==> src/rtl/pipe_adder_pkg.sv <==
// Shared constants and per-stage control bundle for pipe_adder.
// Optional subtract mode is enabled with PIPE_ADDER_SUB_EN.
package pipe_adder_pkg;

  localparam int PIPE_ADDER_N      = 32;
  localparam int PIPE_ADDER_STAGES = 4;

  // Wide operand remainders and partial sums live beside this bundle,
  // sized per stage, so no stage stores bits it no longer needs.
  typedef struct packed {
    logic valid;
    logic carry;
    logic sa;
`ifdef PIPE_ADDER_SUB_EN
    logic sub;
`endif
    logic sb;
  } stage_t;

endpackage

==> src/rtl/pipe_adder_slice.sv <==
// adder_slice: combinational W-bit add with carry in and carry out.
// Instantiated once per pipeline stage by pipe_adder.
module adder_slice
  import pipe_adder_pkg::*;
#(
  parameter int W = 8
) (
  input  logic [W-1:0] a,
  input  logic [W-1:0] b,
  input  logic         cin,
  output logic [W-1:0] sum,
  output logic         cout
);

  assign {cout, sum} = {1'b0, a} + {1'b0, b} + {{W{1'b0}}, cin};

endmodule

==> src/rtl/pipe_adder.sv <==
// pipe_adder: carry-chain pipelined N-bit adder, STAGES slices deep.
// Define PIPE_ADDER_SUB_EN to add the sub port (a - b mode).
module pipe_adder
  import pipe_adder_pkg::*;
#(
  parameter int N      = PIPE_ADDER_N,
  parameter int STAGES = PIPE_ADDER_STAGES
) (
  input  logic         clk,
  input  logic         rst,
  input  logic         in_valid,
  output logic         in_ready,
  input  logic [N-1:0] a,
  input  logic [N-1:0] b,
  input  logic         cin,
`ifdef PIPE_ADDER_SUB_EN
  input  logic         sub,
`endif
  output logic         out_valid,
  input  logic         out_ready,
  output logic [N-1:0] sum,
  output logic         cout,
  output logic         ovf
);

  localparam int W = N / STAGES;

  if (STAGES < 1 || STAGES > N || (N % STAGES) != 0) begin : g_bad_cfg
    $error("pipe_adder: N must be a multiple of STAGES");
  end

  logic         stall;
  logic         advance;
  logic [N-1:0] b_eff;
  stage_t       head;
  stage_t       last;
  logic         sb_eff;

  always_comb begin
    head       = '0;
    head.valid = in_valid;
    head.sa    = a[N-1];
    head.sb    = b[N-1];
`ifdef PIPE_ADDER_SUB_EN
    head.sub   = sub;
    head.carry = sub | cin;
    b_eff      = sub ? ~b : b;
`else
    head.carry = cin;
    b_eff      = b;
`endif
  end

  for (genvar k = 0; k < STAGES; k++) begin : g_stage
    localparam int SW = (k + 1) * W;
    localparam int RW = N - SW;

    stage_t        ctl_in;
    stage_t        ctl_d;
    stage_t        ctl_q;
    logic [W-1:0]  op_a;
    logic [W-1:0]  op_b;
    logic [W-1:0]  s;
    logic          co;
    logic [SW-1:0] acc_d;
    logic [SW-1:0] acc_q;

    if (k == 0) begin : g_src
      assign ctl_in = head;
      assign op_a   = a[W-1:0];
      assign op_b   = b_eff[W-1:0];
      assign acc_d  = s;
    end else begin : g_src
      assign ctl_in = g_stage[k-1].ctl_q;
      assign op_a   = g_stage[k-1].g_rem.rem_a[W-1:0];
      assign op_b   = g_stage[k-1].g_rem.rem_b[W-1:0];
      assign acc_d  = {s, g_stage[k-1].acc_q};
    end

    adder_slice #(
      .W(W)
    ) u_slice (
      .a    (op_a),
      .b    (op_b),
      .cin  (ctl_in.carry),
      .sum  (s),
      .cout (co)
    );

    always_comb begin
      ctl_d       = ctl_in;
      ctl_d.carry = co;
    end

    always_ff @(posedge clk or posedge rst) begin
      if (rst) begin
        ctl_q <= '0;
        acc_q <= '0;
      end else if (advance) begin
        ctl_q <= ctl_d;
        acc_q <= acc_d;
      end
    end

    // Operand bits above this slice ride along until their stage.
    if (RW > 0) begin : g_rem
      logic [RW-1:0] rem_a;
      logic [RW-1:0] rem_b;
      logic [RW-1:0] nxt_a;
      logic [RW-1:0] nxt_b;

      if (k == 0) begin : g_fwd
        assign nxt_a = a[N-1:W];
        assign nxt_b = b_eff[N-1:W];
      end else begin : g_fwd
        assign nxt_a = g_stage[k-1].g_rem.rem_a[RW+W-1:W];
        assign nxt_b = g_stage[k-1].g_rem.rem_b[RW+W-1:W];
      end

      always_ff @(posedge clk or posedge rst) begin
        if (rst) begin
          rem_a <= '0;
          rem_b <= '0;
        end else if (advance) begin
          rem_a <= nxt_a;
          rem_b <= nxt_b;
        end
      end
    end
  end

  assign last      = g_stage[STAGES-1].ctl_q;
  assign out_valid = last.valid;
  assign sum       = g_stage[STAGES-1].acc_q;
  assign cout      = last.carry;

`ifdef PIPE_ADDER_SUB_EN
  assign sb_eff = last.sb ^ last.sub;
`else
  assign sb_eff = last.sb;
`endif
  // Decoded from last-stage registers only; all-zero after reset.
  assign ovf = (last.sa == sb_eff) && (sum[N-1] != last.sa);

  assign stall    = out_valid & ~out_ready;
  assign advance  = ~stall;
  assign in_ready = ~stall;

endmodule
==> config.mk <==
export PLATFORM = sky130hd
export DESIGN_NAME = pipe_adder
export DESIGN_NICKNAME = d
export VERILOG_FILES = /design/src/rtl/pipe_adder_pkg.sv /design/src/rtl/pipe_adder_slice.sv /design/src/rtl/pipe_adder.sv
export SDC_FILE = /design/constraint.sdc
export NUM_CORES = 1
export LEC_CHECK = 0
export CORE_MARGIN = 2
export CORE_UTILIZATION = 35
export CTS_CLUSTER_SIZE = 14
export DETAILED_ROUTE_END_ITERATION = 8
export PLACE_DENSITY = 0.56
export SYNTH_ARGS = -nofsm -noshare
export SYNTH_HDL_FRONTEND = slang
export SYNTH_SLANG_ARGS = --single-unit
export TNS_END_PERCENT = 50
==> constraint.sdc <==
create_clock -name clk -period 5.8 [get_ports clk]
set_input_delay 0.58 -clock clk [delete_from_list [all_inputs] [get_ports clk]]
set_output_delay 0.58 -clock clk [all_outputs]
set_load 0.02 [all_outputs]
==> reports/metrics.yaml, run 1 <==
final_cells: 1294
layout_common_cells: "nand2_1 (493), dfrtp_1 (186), clkdlybuf4s50_1 (104)"
post-place-cells: 1262
synth_edf_count: 0
cts_buffers: 17
reg2reg_depth: 5
finalSetupViolations: 0
synth_cells: 910
port_buffers: 104
ant_nets: 0
cts_hold_buf: 0
die_y_um: 156
cts-root-buf: "clkbuf_16"
gp_congestion: 0.750
ys_seq_elements: 186
start_util: 0.357
num_antenna_cells: 0
yosysSeqAreaShare: 0.575
finalSetupTns_ps: 0
cts_resized: 0
max_freq_ghz: 0.288
firstDrtPassIters: 4
rsz0062_at_grt: "no"
route.vias.total: 5790
setup.worst_path.start: "out_ready"
final_common_cell: "nand2_1"
place_hpwl_um: 10800
synth_top_area_share: 0.575
final_nets: 1101
worstSetupPathType: "primary input to output pin"
syn_area_mm2: 0.00810
core_mm2: 0.0227
power_density_mw_per_mm2: 539
arrival_ps: 2890
die_x_um: 156
fin_skew_ps: 15.8
ir_worst_vdd_mv: 0.194
grt_pass1_wl_um: 27900
endpoint_kind: "output pin"
clock_latency_ps: 430
grt_max_degree: 138
ys.flop_type: "dfrtp_1"
critPathRequiredTime_ps: 5220
ys_async_sr_fraction: 1.00
cts_tree: "built"
syn_nets: 1015
dieArea_mm2: 0.0244
wl_um: 16500
fin_crit_ps: 3470
cts-htree-levels: 4
areaGrowthSynthToFinish_pct: 22.8
nFillCells: 2338
synth_top_cell_by_area: "dfrtp_1"
drive_gt1_frac: 0.0406
ys_types: 28
clkSlewWorstSetupHoldPaths_ps: 80
cts.path.max_buffers: 2
post_cts_buffers: 0
max_slew.worst_pin.slew_ps: 957
grt_overflow_total: 0
multi_input_area_mm2: 0.00324
clock-sinks: 186
avgSynthCellArea_um2: 8.90
path_max_fanout: 92
r2r_slack_ps: 3100
leakage_nw: 4.97
slew_violations: 0
antenna_found_initial: 0
r2r_end: "g_stage[2].ctl_q[2]$_DFFE_PP0N_"
min_path_type: "register to register"
via_per_inst: 4.47
period_share: 0.598
crit_end: "in_ready"
fp-row-count: 55
ys_top_cells_by_area: "dfrtp_1 (57%), nand2_1 (23%), ha_1 (4.3%), o21ai_0 (2.1%), fa_1 (2.0%)"
first_iter_violations: 348
drc: 0
ff_latch_area_mm2: 0.00465
status: "finished, final reports clean"
start_kind: "primary input"
yosys_warnings: 0
grt_pass1_vias: 5505
io_pins: 105
reg2reg_from: "out_valid$_DFFE_PP0N_"
drt-wirelength-per-cell_um: 12.7
hold_viol_final: 0
grt_use_total: 0.143
slew_headroom: 0.361
cap_violations: 0
==> sequential cells by signal, summed over array words and instances (netlist names) <==
signal               flops
cout                     1
g_stage.acc_q           48
g_stage.ctl_q           13
g_stage.g_rem.rem_a     45
g_stage.g_rem.rem_b     45
out_valid                1
sb_eff                   1
sum                     32
==> worst max-delay path: stages <==
cell	delay, ps
clkdlybuf4s50_1	440
nor2b_4	760
inv_6	430
clkdlybuf4s50_1	670
==> area by class of cell <==
cell class | count | share of cell area
Sequential cell | 186 | 0.468
Multi-Input combinational cell | 672 | 0.325
Timing Repair Buffer | 108 | 0.108
Clock buffer | 17 | 0.0428
Tap cell | 285 | 0.0358
Clock inverter | 15 | 0.0151
Inverter | 11 | 0.00541
==> per-layer routing <==
layer	track usage	vias up	share of wire
li1	-	3045	-
met1	0.227	2658	0.56
met2	0.194	80	0.41
met3	0.0272	7	0.025
met4	0.0446	0	0.0086
met5	0	-	0
==> cell families (layout without fill, tap and decap cells) <==
group           after synthesis  in the layout  share of synthesized area
compound gates               86             86                     0.0635
buf+inv                      52            151                     0.0267
xor+xnor                     18             18                     0.0195
simple gates                532            532                      0.253
fa+ha+maj                    36             36                     0.0630
flops                       186            186                      0.575
==> worst min path at each step <==
stage / slack (ps) / start / cells after the start / endpoint
global route: 490 / g_stage[0].g_rem.rem_b[20]$_DFFE_PP0N_ / 2 / g_stage[0].g_rem.rem_b[20]$_DFFE_PP0N_
CTS: 460 / g_stage[0].g_rem.rem_a[11]$_DFFE_PP0N_ / 2 / g_stage[1].g_rem.rem_a[3]$_DFFE_PP0N_
floorplan: 430 / g_stage[2].ctl_q[3]$_DFFE_PP0N_ / 2 / g_stage[2].ctl_q[3]$_DFFE_PP0N_
global placement: 440 / g_stage[2].ctl_q[3]$_DFFE_PP0N_ / 2 / g_stage[2].ctl_q[3]$_DFFE_PP0N_
finish: 460 / g_stage[0].g_rem.rem_a[11]$_DFFE_PP0N_ / 2 / g_stage[1].g_rem.rem_a[3]$_DFFE_PP0N_
detailed placement: 450 / g_stage[2].ctl_q[3]$_DFFE_PP0N_ / 2 / g_stage[2].ctl_q[3]$_DFFE_PP0N_
==> cell usage after synthesis (all sizes together) (2+ instances only) <==
master	n
a211oi	9
a21o	6
a21oi	21
a31oi	4
buf	28
clkbuf	13
dfrtp	186
fa	8
ha	28
inv	11
nand2	493
nand2b	5
nor2	17
nor2b	4
nor3	10
o211ai	4
o21ai	34
o21bai	3
o31a	2
or3	3
xnor2	4
xor2	14
==> power by group <==
group,switching (W),internal [W]
Combinational,0.00117,0.000864
Sequential,0.000339,0.00186
Clock,0.000550,0.000575
Total,0.00206,0.00330
==> per-stage QoR <==
stage                     power, W   util  setup slack (ps)  hold WS, ps  cell area (um^2)
after floorplan            0.00359      -               163          430              8100
after global placement     0.00425  0.413              2260          442              9370
after detailed placement   0.00429  0.413              2280          451              9370
after CTS                  0.00544  0.438              2280          465              9950
after global routing       0.00584  0.438              2150          490              9950
final                      0.00536  0.438              2330          464              9950
No activity file was read; power rests on OpenSTA's default activity.
==> run 2, diff against run 1 <==
--- a/config.mk
+++ b/config.mk
@@ -9,7 +9,7 @@
 export CORE_UTILIZATION = 35
 export CTS_CLUSTER_SIZE = 14
 export DETAILED_ROUTE_END_ITERATION = 8
-export PLACE_DENSITY = 0.56
+export PLACE_DENSITY = 0.54
 export SYNTH_ARGS = -nofsm -noshare
 export SYNTH_HDL_FRONTEND = slang
 export SYNTH_SLANG_ARGS = --single-unit
==> constraint.sdc (replaced) <==
create_clock -name clk -period 3.47 [get_ports clk]
set_input_delay 0.347 -clock clk [delete_from_list [all_inputs] [get_ports clk]]
set_output_delay 0.347 -clock clk [all_outputs]
set_load 0.02 [all_outputs]
==> run 2 against run 1 <==
Effect of this change:
- sequential cell count did not move
- hold slack got worse by 29 ps
- critical path type is now register to output pin
- setup slack worse by 1300 ps
- total power rose by 68%
- critical endpoint unchanged
- via count grew 0.47%
- register-to-register slack got worse by 1900 ps
- clock power is 71% higher
==> reports/metrics.yaml, run 2 (synthesis results as in run 1) <==
status: "finished, final reports clean"
post-route-util: 0.443  # +0.00501
final_nets: 1105  # +0.36%
grt_max_degree: 178  # +29%
firstDrtPassIters: 4  # unchanged
cts_hold_buf: 0  # unchanged
wl_um: 16600  # +0.66%
post_cts_buffers: 0  # unchanged
route.vias.total: 5817  # +0.47%
worstSetupPathType: "register to output pin"
io_pins: 105  # unchanged
areaGrowthSynthToFinish_pct: 24.2
cts.path.max_buffers: 2  # unchanged
place_hpwl_um: 11200  # +3.9%
ant_nets: 0  # unchanged
num_antenna_cells: 0  # unchanged
grt_pass1_wl_um: 28600  # +2.7%
path_max_fanout: 34  # -63%
layout_common_cells: "nand2_1 (493), dfrtp_1 (186), clkdlybuf4s50_1 (104)"
clkSlewWorstSetupHoldPaths_ps: 80  # about the same
die_y_um: 156  # unchanged
max_freq_ghz: 0.402
start_util: 0.357  # unchanged
final_common_cell: "nand2_1"
antenna_found_initial: 0  # unchanged
cp_cell_sequence: "nor2b_4 -> inv_6 -> clkdlybuf4s50_1"
cts_tree: "built"
post-place-cells: 1266  # +0.32%
fin_crit_ps: 2480
dieArea_mm2: 0.0244  # unchanged
finalSetupViolations: 0  # unchanged
gp_congestion: 0.797  # +6.3%
clock-sinks: 186  # unchanged
drive_gt1_frac: 0.0444  # +0.00379
grt_pass1_vias: 5729  # +4.1%
hold_viol_final: 0  # unchanged
critPathMaxStageDelay_ps: 600  # -160 ps
largest_reg_flops: 48  # unchanged
drt-wirelength-per-cell_um: 12.8  # +0.35%
finalSetupTns_ps: 0  # unchanged
rsz0062_at_grt: "no"
port_buffers: 104  # unchanged
power_density_mw_per_mm2: 896  # +66%
first_iter_violations: 287  # -18%
via_per_inst: 4.48  # +0.16%
final_cells: 1298  # +0.31%
arrival_ps: 2140  # -750 ps
cts-root-buf: "clkbuf_16"
cts_buffers: 17  # unchanged
slew_headroom: 0.369  # +0.00814
grt_use_total: 0.146  # +0.00320
cts_resized: 0  # unchanged
period_share: 0.716
reg_top3: "g_stage.acc_q: 48 flops, g_stage.g_rem.rem_a: 45 flops, g_stage.g_rem.rem_b: 45 flops"
cp_slowest_cell: "clkdlybuf4s50_1"
critPathRequiredTime_ps: 3120  # -2100 ps
grt_overflow_total: 0  # unchanged
core_mm2: 0.0227  # unchanged
fp-row-count: 55  # unchanged
min_path_type: "primary input to register"
fin_skew_ps: 21.8  # +5.94 ps
cts-htree-levels: 4  # unchanged
start_kind: "register"
max_slew.worst_pin.slew_ps: 945  # -12.2 ps
clock_latency_ps: 430  # about the same
ir_worst_vdd_mv: 0.353  # +82%
die_x_um: 156  # unchanged
drc: 0  # unchanged
leakage_nw: 5.01  # +0.82%
regMostFlops: "g_stage.acc_q"
slew_violations: 0  # unchanged
cap_violations: 0  # unchanged
endpoint_kind: "output pin"
run 2: changes by cell type in the layout (fill, tap and decap cells not counted), moves of 2 or more:
cell / before / now
buf_12: 0 / 5
inv_8: 6 / 3
clkinv_8: 2 / 4
clkinv_2: 2 / 0
run 2: report_power, final:
group	switching [W]	internal [W]	total, W	leakage (nW)
Clock	0.000940	0.000976	0.00192	0.289
Sequential	0.000553	0.00311	0.00366	2.25
Combinational	0.00197	0.00147	0.00344	2.48
Total	0.00346	0.00556	0.00902	5.01
run 2: through the flow:
step / hold slack [ps] / setup slack (ps) / power (W) / area (um^2)
floorplan: 430 / 730 / 0.00601 / 8100
global placement: 444 / 919 / 0.00715 / 9460
detailed placement: 455 / 904 / 0.00723 / 9460
CTS: 417 / 945 / 0.00919 / 10100
global route: 417 / 845 / 0.00986 / 10100
finish: 435 / 985 / 0.00902 / 10100
run 2: path summary, 6_finish.rpt:
check                                                           start                                endpoint  slack [ps]  cells after the start
max in group asynchronous                                         rst   g_stage[2].g_rem.rem_a[1]$_DFFE_PP0N_        2200                      3
worst min register to register                    sum[25]$_DFFE_PP0N_                     sum[25]$_DFFE_PP0N_         470                      2
worst max register to register  g_stage[2].g_rem.rem_a[0]$_DFFE_PP0N_                     sum[30]$_DFFE_PP0N_        1160                      7
worst min-delay path                                            b[19]  g_stage[0].g_rem.rem_b[11]$_DFFE_PP0N_         430                      3
worst max-delay path                            out_valid$_DFFE_PP0N_                                in_ready         990                      3
min in group asynchronous                                         rst                      sum[5]$_DFFE_PP0N_         460                      2
run 2: cell type report:
cell class / count / area [um^2]
clock buffer: 17 / 425
clock inverter: 15 / 175
fill: 2330 / 12600
inverter: 11 / 50.0
multi-input combinational: 672 / 3240
sequential: 186 / 4650
tap: 285 / 357
timing repair buffer: 112 / 1160
run 2: worst max-delay path: cells and delay by family (launching register included):
| family | cells | cell delay [ps] |
|---|---|---|
| AND/OR/NAND/NOR | 1 | 530 |
| flip-flops | 1 | 360 |
| buffers and inverters | 2 | 820 |
run 2: metal layers:
layer,GRT usage,part of all wire
met2,0.212,0.44
met5,0,0
met1,0.222,0.53
met3,0.0319,0.027
met4,0.0367,0.0057
==> run 3, diff against run 2 <==
--- a/config.mk
+++ b/config.mk
@@ -9,7 +9,7 @@
 export CORE_UTILIZATION = 35
 export CTS_CLUSTER_SIZE = 14
 export DETAILED_ROUTE_END_ITERATION = 8
-export PLACE_DENSITY = 0.54
+export PLACE_DENSITY = 0.56
 export SYNTH_ARGS = -nofsm -noshare
 export SYNTH_HDL_FRONTEND = slang
 export SYNTH_SLANG_ARGS = --single-unit
==> constraint.sdc (replaced) <==
create_clock -name clk -period 2 [get_ports clk]
set_input_delay 0.2 -clock clk [delete_from_list [all_inputs] [get_ports clk]]
set_output_delay 0.2 -clock clk [all_outputs]
set_load 0.02 [all_outputs]
==> run 3 against run 2 <==
Effect of this change:
- the flow now finishes with violations (setup timing)
- utilization rose by 1.1 points
- register-to-register slack got worse by 1200 ps
- clock power rose by 90%
- via count rose by 2.8%
- global-route usage rose by 0.32 points
==> reports/metrics.yaml, run 3 (synthesis results as in run 1) <==
leakage_nw: 5.13  # +2.4%
areaGrowthSynthToFinish_pct: 27.4
critPathRequiredTime_ps: 2300  # -820 ps
cts-root-buf: "clkbuf_16"
status: "finished, violations left"
clock-sinks: 186  # unchanged
start_kind: "register"
die_x_um: 156  # unchanged
internal-power_w: 0.0103  # +86%
start_util: 0.357  # unchanged
drt-wirelength-per-cell_um: 13.1  # +2.3%
arrival_ps: 2330  # +190 ps
layout_common_cells: "nand2_1 (493), dfrtp_1 (186), clkdlybuf4s50_1 (103)"
post-route-util: 0.454  # +0.0112
reg2reg_from: "g_stage[2].g_rem.rem_b[0]$_DFFE_PP0N_"
gp_congestion: 0.800  # +0.33%
fin_crit_ps: 2040
grt_max_degree: 106  # -40%
max_freq_ghz: 0.491
comb_power_share: 0.391  # +0.010
cts.path.max_buffers: 2  # unchanged
cts_hold_buf: 0  # unchanged
nFillCells: 2244  # -3.7%
antenna_found_initial: 0  # unchanged
violations: "setup timing"
crit_end: "sum[30]$_DFFE_PP0N_"
reg_top3: "g_stage.acc_q: 48 flops, g_stage.g_rem.rem_a: 45 flops, g_stage.g_rem.rem_b: 45 flops"
final_cells: 1314  # +1.2%
period_share: 1.02
cts-htree-levels: 4  # unchanged
cp_num_cells: 7  # +4
grt_overflow_total: 0  # unchanged
reg2reg_depth: 7  # unchanged
multi_input_area_mm2: 0.00332  # +2.6%
die_y_um: 156  # unchanged
cp_slowest_cell: "fa_2"
slew_violations: 0  # unchanged
drc: 0  # unchanged
setup_ws_ps: -36.9  # -1020 ps
finalSetupViolations: 2  # +2
ant_nets: 0  # unchanged
clock_latency_ps: 430  # about the same
fp-row-count: 55  # unchanged
io_pins: 105  # unchanged
fin_skew_ps: 14.7  # -7.01 ps
ir_worst_vdd_mv: 0.691  # +96%
wl_um: 17200  # +3.5%
firstDrtPassIters: 6  # +2
power_density_mw_per_mm2: 1600  # +78%
cp_cell_sequence: "fa_2 -> fa_2 -> a21oi_2 -> o211ai_1 -> a21oi_2 -> xor2_1 -> o21ai_1"
port_buffers: 104  # unchanged
core_mm2: 0.0227  # unchanged
via_per_inst: 4.55  # +1.5%
hold_viol_final: 0  # unchanged
worstSetupPathType: "register to register"
p_sw_frac: 0.374  # -0.00938
pwr-share-seq: 0.387  # -0.019
r2r_slack_ps: -40  # -1200 ps
first_iter_violations: 345  # +20%
route.vias.total: 5979  # +2.8%
grt_use_total: 0.149  # +0.00318
finalSetupTns_ps: -38.2  # -38.2 ps
clkSlewWorstSetupHoldPaths_ps: 80  # about the same
critPathMaxStageDelay_ps: 430  # -170 ps
rsz0062_at_grt: "yes"
drive_gt1_frac: 0.0777  # +0.0333
worst-path-buf-inv: 0  # -2
regMostFlops: "g_stage.acc_q"
cts_tree: "built"
grt_pass1_wl_um: 29300  # +2.3%
place_hpwl_um: 11600  # +4.0%
power_switching_w: 0.00617  # +78%
dpl-instance-area_mm2: 0.00957  # +1.2%
num_antenna_cells: 0  # unchanged
r2r_end: "sum[30]$_DFFE_PP0N_"
final_area_mm2: 0.0103  # +2.5%
ff_latch_area_mm2: 0.00465  # unchanged
setup.worst_path.start: "g_stage[2].g_rem.rem_b[0]$_DFFE_PP0N_"
final_common_cell: "nand2_1"
dieArea_mm2: 0.0244  # unchanged
fin_hold_ws_ps: 270  # -165 ps
cts_buffers: 17  # unchanged
final_nets: 1121  # +1.4%
cap_violations: 0  # unchanged
clkPwrFrac: 0.221  # +0.009
slew_headroom: 0.658  # +0.289
min_path_type: "primary input to asynchronous set/reset pin"
crit_family: "adder cells"
max_slew.worst_pin.slew_ps: 514  # -431 ps
path_max_fanout: 3  # -91%
post-place-cells: 1279  # +1.0%
grt_pass1_vias: 5825  # +1.7%
endpoint_kind: "register"
largest_reg_flops: 48  # unchanged
-- run 3: how the worst min path moves through the flow --
stage | slack, ps | start | endpoint | cells past startpoint
2_1_floorplan | 310 | b[31] | g_stage[0].ctl_q[0]$_DFFE_PP0N_ | 2
3_3_place_gp | 440 | g_stage[2].ctl_q[3]$_DFFE_PP0N_ | g_stage[2].ctl_q[3]$_DFFE_PP0N_ | 2
3_5_place_dp | 450 | sum[3]$_DFFE_PP0N_ | sum[3]$_DFFE_PP0N_ | 2
4_1_cts | 270 | a[31] | g_stage[0].ctl_q[1]$_DFFE_PP0N_ | 3
5_1_grt | 290 | a[31] | g_stage[0].ctl_q[1]$_DFFE_PP0N_ | 3
6_report | 270 | rst | sum[4]$_DFFE_PP0N_ | 3
-- run 3: per-stage QoR --
step           setup WS (ps)  total power, W
2_1_floorplan           -593          0.0104
3_3_place_gp            -332          0.0126
3_5_place_dp            -358          0.0127
4_1_cts                -40.8          0.0165
5_1_grt                 -135          0.0179
6_report               -36.9          0.0165
-- run 3: timing repair --
action | CTS | global route
hold endpoints to repair | 0 | 0
buffers inserted | 0 | 3
gates resized for setup | 14 | 13
gates cloned | 0 | 0
endpoints found under the setup margin | 14 | 17
pin swaps | 6 | 8
-- run 3: cell type report --
cell class                      count  share of cell area
Sequential cell                   186               0.451
Multi-Input combinational cell    672               0.322
Timing Repair Buffer              128               0.126
Clock buffer                       18              0.0426
Tap cell                          285              0.0346
Clock inverter                     14              0.0192
Inverter                           11             0.00485
-- run 3: per-layer routing --
metal  vias up  GRT usage  wire length [um]  part of all wire
li1       3095          -                 -                 -
met1      2787      0.227              9220              0.54
met2        79      0.216              7280              0.42
met3        18     0.0264               432             0.025
met4         0     0.0476               219             0.013
met5         -          0                 0                 0
-- run 3: worst min-delay path: cells and delay by family --
kind / cells / cell delay [ps]
buffers and inverters: 3 / 910
-- run 3: power by group through the flow --
stage	clock [W]	sequential, W	combinational (W)
2_1_floorplan	0	0.00659	0.00383
6_report	0.00365	0.00639	0.00646
4_1_cts	0.00374	0.00642	0.00639
3_3_place_gp	0	0.00643	0.00613
3_5_place_dp	0	0.00646	0.00624
5_1_grt	0.00392	0.00662	0.00733
